===== config.mk =====
export PLATFORM = sky130hd
export DESIGN_NAME = bcd_scan_7seg
export DESIGN_NICKNAME = d
export VERILOG_FILES = /design/src/rtl/bcd_scan_7seg.sv
export SDC_FILE = /design/constraint.sdc
export NUM_CORES = 1
export LEC_CHECK = 0
export CAP_MARGIN = 0
export CORE_MARGIN = 2
export CORE_UTILIZATION = 35
export CTS_BUF_LIST = sky130_fd_sc_hd__clkbuf_8
export CTS_CLUSTER_SIZE = 24
export DETAILED_ROUTE_END_ITERATION = 6
export PLACE_DENSITY = 0.65
export REMOVE_ABC_BUFFERS = 1
export SYNTH_ARGS = -nofsm -noshare
export SYNTH_HDL_FRONTEND = slang
export SYNTH_SLANG_ARGS = --single-unit

===== constraint.sdc =====
create_clock -name clk -period 2.58 [get_ports clk]
set_input_delay 0.516 -clock clk [delete_from_list [all_inputs] [get_ports clk]]
set_output_delay 0.516 -clock clk [all_outputs]
set_load 0.05 [all_outputs]

===== src/rtl/bcd_scan_7seg.sv =====
// bcd_scan_7seg: five-digit multiplexed 7-segment scanner with double-buffered BCD load and leading-zero blanking
module bcd_scan_7seg #(
    parameter int PRESCALE = 50000
) (
    input  logic       clk,
    input  logic       rst,
    input  logic       load,
    input  logic [3:0] BCD_0,
    input  logic [3:0] BCD_1,
    input  logic [3:0] BCD_2,
    input  logic [3:0] BCD_3,
    input  logic [3:0] BCD_4,
    input  logic       blank_en,
    output logic [6:0] SEG,
    output logic [4:0] DIG_EN,
    output logic       frame_done
);
    localparam int CW = $clog2(PRESCALE);
    logic [CW-1:0] cnt_q;
    logic [2:0]    idx_q;
    logic [19:0]   pend_q, disp_q;
    logic          pend_v_q;
    logic          tick, wrap, blank;
    logic [3:0]    digit;
    logic [6:0]    seg_d;
    assign tick       = cnt_q == CW'(PRESCALE - 1);
    assign wrap       = tick && idx_q == 3'd4;
    assign frame_done = wrap;
    assign digit      = disp_q[{idx_q, 2'b00} +: 4];
    // digits idx..4 are all zero exactly when the display shifted down to idx is zero
    assign blank      = blank_en && idx_q != 3'd0 && (disp_q >> {idx_q, 2'b00}) == 20'd0;
    always_comb begin
        case (digit)
            4'd0:    seg_d = 7'b1000000;
            4'd1:    seg_d = 7'b1111001;
            4'd2:    seg_d = 7'b0100100;
            4'd3:    seg_d = 7'b0110000;
            4'd4:    seg_d = 7'b0011001;
            4'd5:    seg_d = 7'b0010010;
            4'd6:    seg_d = 7'b0000010;
            4'd7:    seg_d = 7'b1111000;
            4'd8:    seg_d = 7'b0000000;
            4'd9:    seg_d = 7'b0010000;
            default: seg_d = 7'b0000110;
        endcase
    end
    always_ff @(posedge clk) begin
        if (rst) begin
            cnt_q    <= '0;
            idx_q    <= '0;
            pend_q   <= '0;
            pend_v_q <= 1'b0;
            disp_q   <= '0;
            SEG      <= 7'h7f;
            DIG_EN   <= 5'h1f;
        end else begin
            cnt_q <= tick ? '0 : cnt_q + 1'b1;
            if (tick) idx_q <= wrap ? 3'd0 : idx_q + 3'd1;
            if (wrap && pend_v_q) disp_q <= pend_q;
            if (load) pend_q <= {BCD_4, BCD_3, BCD_2, BCD_1, BCD_0};
            // a load landing on the wrap survives as the next frame's pending data
            pend_v_q <= load || (pend_v_q && !wrap);
            SEG      <= blank ? 7'h7f : seg_d;
            DIG_EN   <= ~(5'd1 << idx_q);
        end
    end
endmodule


* Word level (Yosys, flattened, before mapping)
Memories as Yosys holds them, arrays and structs flattened. A register that Yosys moved wholly into a read port is not among the register bits.
Index checks and enable logic that the tools add are counted.
** Storage, ports and cells
- Register bits after elaboration :: 65
- ROM bits :: 112
- Input bits :: 24
- Output and inout port bits :: 13
- Word-level logic and storage cells :: 27
- Memories :: 1
** Memory list
- (name not given) :: words 16, bits a word 7, rd ports 1, clocked after memory_dff 1, write ports 0, line 33 : case (digit)
** Operators by class
- Add/sub/neg operators :: 2
- Eq/ne operators :: 2
- Shifts and indexed selects :: 3
- Multiplexer cells :: 1
- Bitwise logic cells :: 1
- Reduce and logical (&&, ||, !) cells :: 11
** Operator list (number)
- $logic_not 20->1 :: 1
- $shiftx 20x6->4 :: 1
- $shr 20x5->20 :: 1
- $add 16x1->16 const B :: 1
- $eq 16x16->1 const B :: 1
- $logic_and 1x1->1 :: 5
- $not 5->5 :: 1
- $shl 1x3->5 const A :: 1
- $reduce_or 2->1 :: 2
- $add 3x1->3 const B :: 1
- $eq 3x3->1 const B :: 1
- $mux 3 :: 1
- $reduce_bool 3->1 :: 1
- $logic_not 1->1 :: 1
- $logic_or 1x1->1 :: 1

* Longest topological paths before layout
- Depth in word-level cells :: 5
- Gate-level depth with buffers :: 11
- Mapped depth without buffers :: 9

* Worst setup path before layout
Ideal clock, no wire load.
- Path kind :: flip-flop to output port
- From :: register cnt_q[0]
- To :: output port frame_done
- Arrival :: 1674 ps
- Data required time :: 2064 ps
- Slack :: 390 ps
- Cell stages (with the launch flop) :: 6
- Path buffers :: 1
- Cells stage by stage :: dfxtp_1 -> ha_1 -> and3_1 -> buf_2 -> nand4_1 -> nor2_1
** On the way
- Longest elaborated chain between the ends :: 2
** Ends and longest elaborated chain
- start: declaration :: line 19 : logic [CW-1:0] cnt_q;
- start signal: assignment :: line 57 : cnt_q <= tick ? '0 : cnt_q + 1'b1;
- $eq 16x16->1 :: line 26 : assign tick = cnt_q == CW'(PRESCALE - 1);
- $logic_and 1x1->1 :: line 27 : assign wrap = tick && idx_q == 3'd4;
- end: declaration :: line 16 : output logic frame_done
No other way between the ends.

* Worst setup path after layout
- From :: register idx_q[1]
- To :: output port frame_done
** On the way
- Longest elaborated chain between the ends :: 2
** Ends and longest elaborated chain
- start: declaration :: line 20 : logic [2:0] idx_q;
- start signal: assignment :: line 58 : if (tick) idx_q <= wrap ? 3'd0 : idx_q + 3'd1;
- $eq 3x3->1 :: line 27
- $logic_and 1x1->1 :: line 27
No other way between the ends.

==> results.md <==
Status:
- The run finished with clean final reports.

Worst setup path:
- The number of cell instances on the worst register-to-register path is 8.
- The arrival time of data at the critical path endpoint is 1880 ps.
- In this design, the stage delay of the slowest critical-path cell is just under 600 ps.
- The worst setup path is of the reg2out kind.
- The setup check on the worst reg-to-reg path leaves a slack of 270 ps.
- The worst register-to-register path ends at SEG[0].
- On the critical path, the stage with the largest delay is an instance of dfxtp_1.
- The signal on the critical path passes through inv_1, ha_1, nand2_1, nor2_1, buf_4.
- STA classifies the critical path endpoint as an output pin.
- For the worst setup path, the data required time is 2060 ps.
- Along the worst path, the maximum fanout reaches 10.
- In this run the worst setup path terminates at frame_done.
- The critical path starts at idx_q[1].
- The worst setup path is launched from a flip-flop.
- The startpoint identified for the worst register-to-register timing path is idx_q[1].

Logic synthesis:
- The count of different cell masters after synthesis is 47.
- The number of enable-type register cells in the synthesized netlist is 0.
- During synthesis, Yosys emitted a total of 0 warnings.
- After synthesis, the share of flip-flops with an asynchronous set or reset is 0%.
- The average instance area after synthesis is 9.70 sq um.
- For this run, the leading register cell type out of synthesis is dfxtp_1.
- The register bit total from synthesis is 72.
- The share of the Yosys chip area taken by registers is 45.3%.
- Summing every instance area after synthesis gives ~3200 sq um.
- The gate count of the mapped netlist is 328.

Clock network:
- The H-tree was split into 3 levels.
- The longest clock path from root to sink contains 2 buffers.
- TritonCTS built the clock tree.
- The tree is rooted in a clkbuf_8.
- For the worst-skew pair, the clock arrives at the later sink with an insertion delay of ~350 ps.
- Clock tree synthesis inserted a total of 9 buffers.
- The count of clock tree sinks is 72.
- Clock-pin slew was measured on the worst setup and hold paths at 70 ps.

Routing:
- After detailed routing, the number of vias per cell comes to 4.79.
- The detail route stage leaves a number of antenna-violating nets equal to 0.
- Wires add up to 6030 um.
- In the final routed layout, each cell accounts on average for 12.7 um.
- The detailed router finished its first iteration with 145 violations.
- The total number of vias is 2277.
- The number of optimization iterations in the first detailed-route pass is 4.
- The count of unresolved DRC violations after routing is 0.

Cells and area:
- The layout cell share with drive strength beyond 1 is 9.26%.
- The layout overhead on the synthesized area is 19.0%.
- Once layout is complete, the cells apart from fillers number about 480.
- Summing all non-filler instances in the final layout gives an area of 3780 sq um.
- The filler cells instantiated in the layout total ~840.
- After the last flow step, the layout net total stands at just under 400.
- The repair_antennas step left the layout with diodes totalling 0.
- The utilization of the core after routing is 43.2%.

Timing:
- The slew of the pin with the lowest slew margin is 691 ps.
- The final-report max-slew violation count came to 0.
- Setup violations remaining at the end of the flow were counted as 0.
- Static timing analysis puts the maximum clock frequency at 0.418 GHz.
- The final total negative setup slack is 0 ps.
- Headroom to the max-slew limit came out at a little over half.
- The final critical path takes up 92.8% of the cycle.
- The final critical-path required period is around 2400 ps.
- Hold timing on the final database bottoms out at a slack of between 400 and 500 ps.
- Setup repair after global routing left no endpoint under its margin.
- The final hold violation count is 0.
- Clock skew on the completed layout was measured at 9.10 ps.

Global routing:
- The pin count of the biggest net entering global routing is 29.
- For met1 alone, demand over resource in global routing was 17.3%.
- The met2 track utilization from global routing is 19.2%.
- The most crowded layer after global routing is met2.
- Across every metal layer, demand over resource in global routing totals 12.9%.
- The global-route wire length before repair is 10200 um.
- The number of antenna violations at the first check in global routing is 0.
- The met3 usage in global routing is under 10%.
- The residual overflow from global routing is 0.
- The via count of the first global-routing pass is 2155.

Power and ir drop:
- The largest vdd supply drop is 0.241 mV.
- The power per cell area is 567 nW/um^2.
- The total leakage power is 1.63 nW.

Placement:
- The post-placement cell count is 458.
- The HPWL after detailed placement is about 4300 um.
- In this run the tool buffered the top-level ports with 36 buffer cells.
- The final weighted congestion in routability-driven placement is 0.827.
- After detailed placement, the total cell area comes to 3580 sq um.

Floorplan:
- Row generation in the floorplan step produced 34 rows.
- The die covers 9870 sq um.
- The core area is just under 9000 sq um.
- The chip width is 99.3 um.
- The effective utilization at floorplan is 36.3%.
- The count of pins on the block boundary is 37.
- The height of the chip is 99.3 um.

Min path:
- The tightest min-delay check is of the reg2reg type.

Job:
- Max-cap violations in this run came to 0.
-- layout by cell type, fill, tap and decap left out, types with 2 or more instances in the layout --
cell type	count
dfxtp_1	72
nor2_1	67
mux2i_1	52
clkdlybuf4s50_1	35
inv_1	13
ha_1	11
clkbuf_8	10
nand2_1	9
o21ai_0	8
nand3_1	8
xnor2_1	8
buf_4	7
a21oi_1	6
and3_1	5
nor3_1	5
xor2_1	5
nand4_1	4
o22ai_1	3
nor4_1	3
or3_1	3
and4bb_2	2
and4_1	2
nor3b_1	2
o21ai_1	2
nand2b_1	2
-- cell type report --
cell class,instances,area [sq um],area share [%]
inverters,12,45.0,1.19
repair buffers,42,403,10.6
multi-input cells,226,1570,41.6
well taps,108,135,3.57
clock inverters,5,50.0,1.32
clock buffers,10,138,3.64
flip-flops and latches,72,1440,38.1
-- registers in the layout, indices dropped and copies added, names as in the netlist --
signal,count
pend_v_q,1
idx_q,3
disp_q,20
pend_q,20
DIG_EN,5
cnt_q,16
SEG,7
-- metal layers --
metal	wire, um	vias to the layer above
li1	-	1189
met4	126	0
met2	2590	48
met1	3050	1030
met3	270	10
met5	0	-
-- worst max-delay path, delay by kind of cell, from the launching register on --
family / cells / cell delay, ps
DFF: 1 / 580
adders and majority gates: 1 / 270
and+or+nand+nor: 2 / 280
buffers and inverters: 2 / 420
-- how the worst min path moves through the flow --
stage | from | endpoint | depth (start not counted)
6_report | cnt_q[0] | cnt_q[0] | 1
5_1_grt | cnt_q[0] | cnt_q[0] | 1
4_1_cts | cnt_q[0] | cnt_q[0] | 1
3_5_place_dp | cnt_q[0] | cnt_q[0] | 1
3_3_place_gp | cnt_q[0] | cnt_q[0] | 1
2_1_floorplan | cnt_q[0] | cnt_q[0] | 1
-- cell usage after synthesis, types with 2 or more instances --
library cell | n | area, sq um
nor2_1 | 67 | 251
o21ai_1 | 2 | 10.0
nor3_1 | 5 | 25.0
nand4_1 | 4 | 25.0
and4_1 | 2 | 17.5
and4bb_2 | 2 | 25.0
xor2_1 | 5 | 43.8
clkbuf_1 | 6 | 22.5
buf_6 | 6 | 67.6
nand2_1 | 9 | 33.8
a21oi_1 | 6 | 30.0
buf_2 | 4 | 20.0
ha_1 | 11 | 138
nand2b_1 | 2 | 12.5
nor4_1 | 3 | 18.8
dfxtp_1 | 72 | 1440
xnor2_1 | 8 | 70.1
mux2i_1 | 52 | 521
nand3_1 | 8 | 40.0
inv_1 | 11 | 41.3
nor3b_1 | 2 | 15.0
or3_1 | 3 | 18.8
o21ai_0 | 8 | 40.0
and3_1 | 5 | 31.3
o22ai_1 | 3 | 18.8
-- where the power goes --
group          internal, W  leakage [nW]  switching (W)
Clock             0.000459         0.101       0.000391
Combinational    0.0000692         0.942      0.0000698
Sequential         0.00114         0.588      0.0000160
-- stage by stage --
stage / setup WS, ps / power [W]
final: 186 / 0.00215
after global routing: 49.3 / 0.00224
after CTS: 97.4 / 0.00218
after detailed placement: 274 / 0.00132
after global placement: 423 / 0.00132
after floorplan: 384 / 0.00124
-- logic make-up after synthesis --
logic type               after synthesis  synth area share [%]
adder cells (fa/ha/maj)               11                  4.33
flip-flops                            72                  45.3
AND/OR/NAND/NOR                      119                  18.1
buffers and inverters                 30                  5.27
multiplexers                          52                  16.4
XOR/XNOR                              13                  3.58
AO/OA/AOI/OAI                         31                  7.08
-- what timing repair did --
| item | CTS | global route |
|---|---|---|
| endpoints found under the hold margin | 0 | 0 |
| resized for setup | 0 | 0 |
| setup endpoints to repair | 0 | 1 |
| hold buffers | 0 | 0 |
| buffers inserted | 0 | 2 |
(Power assumes the default switching activity.)
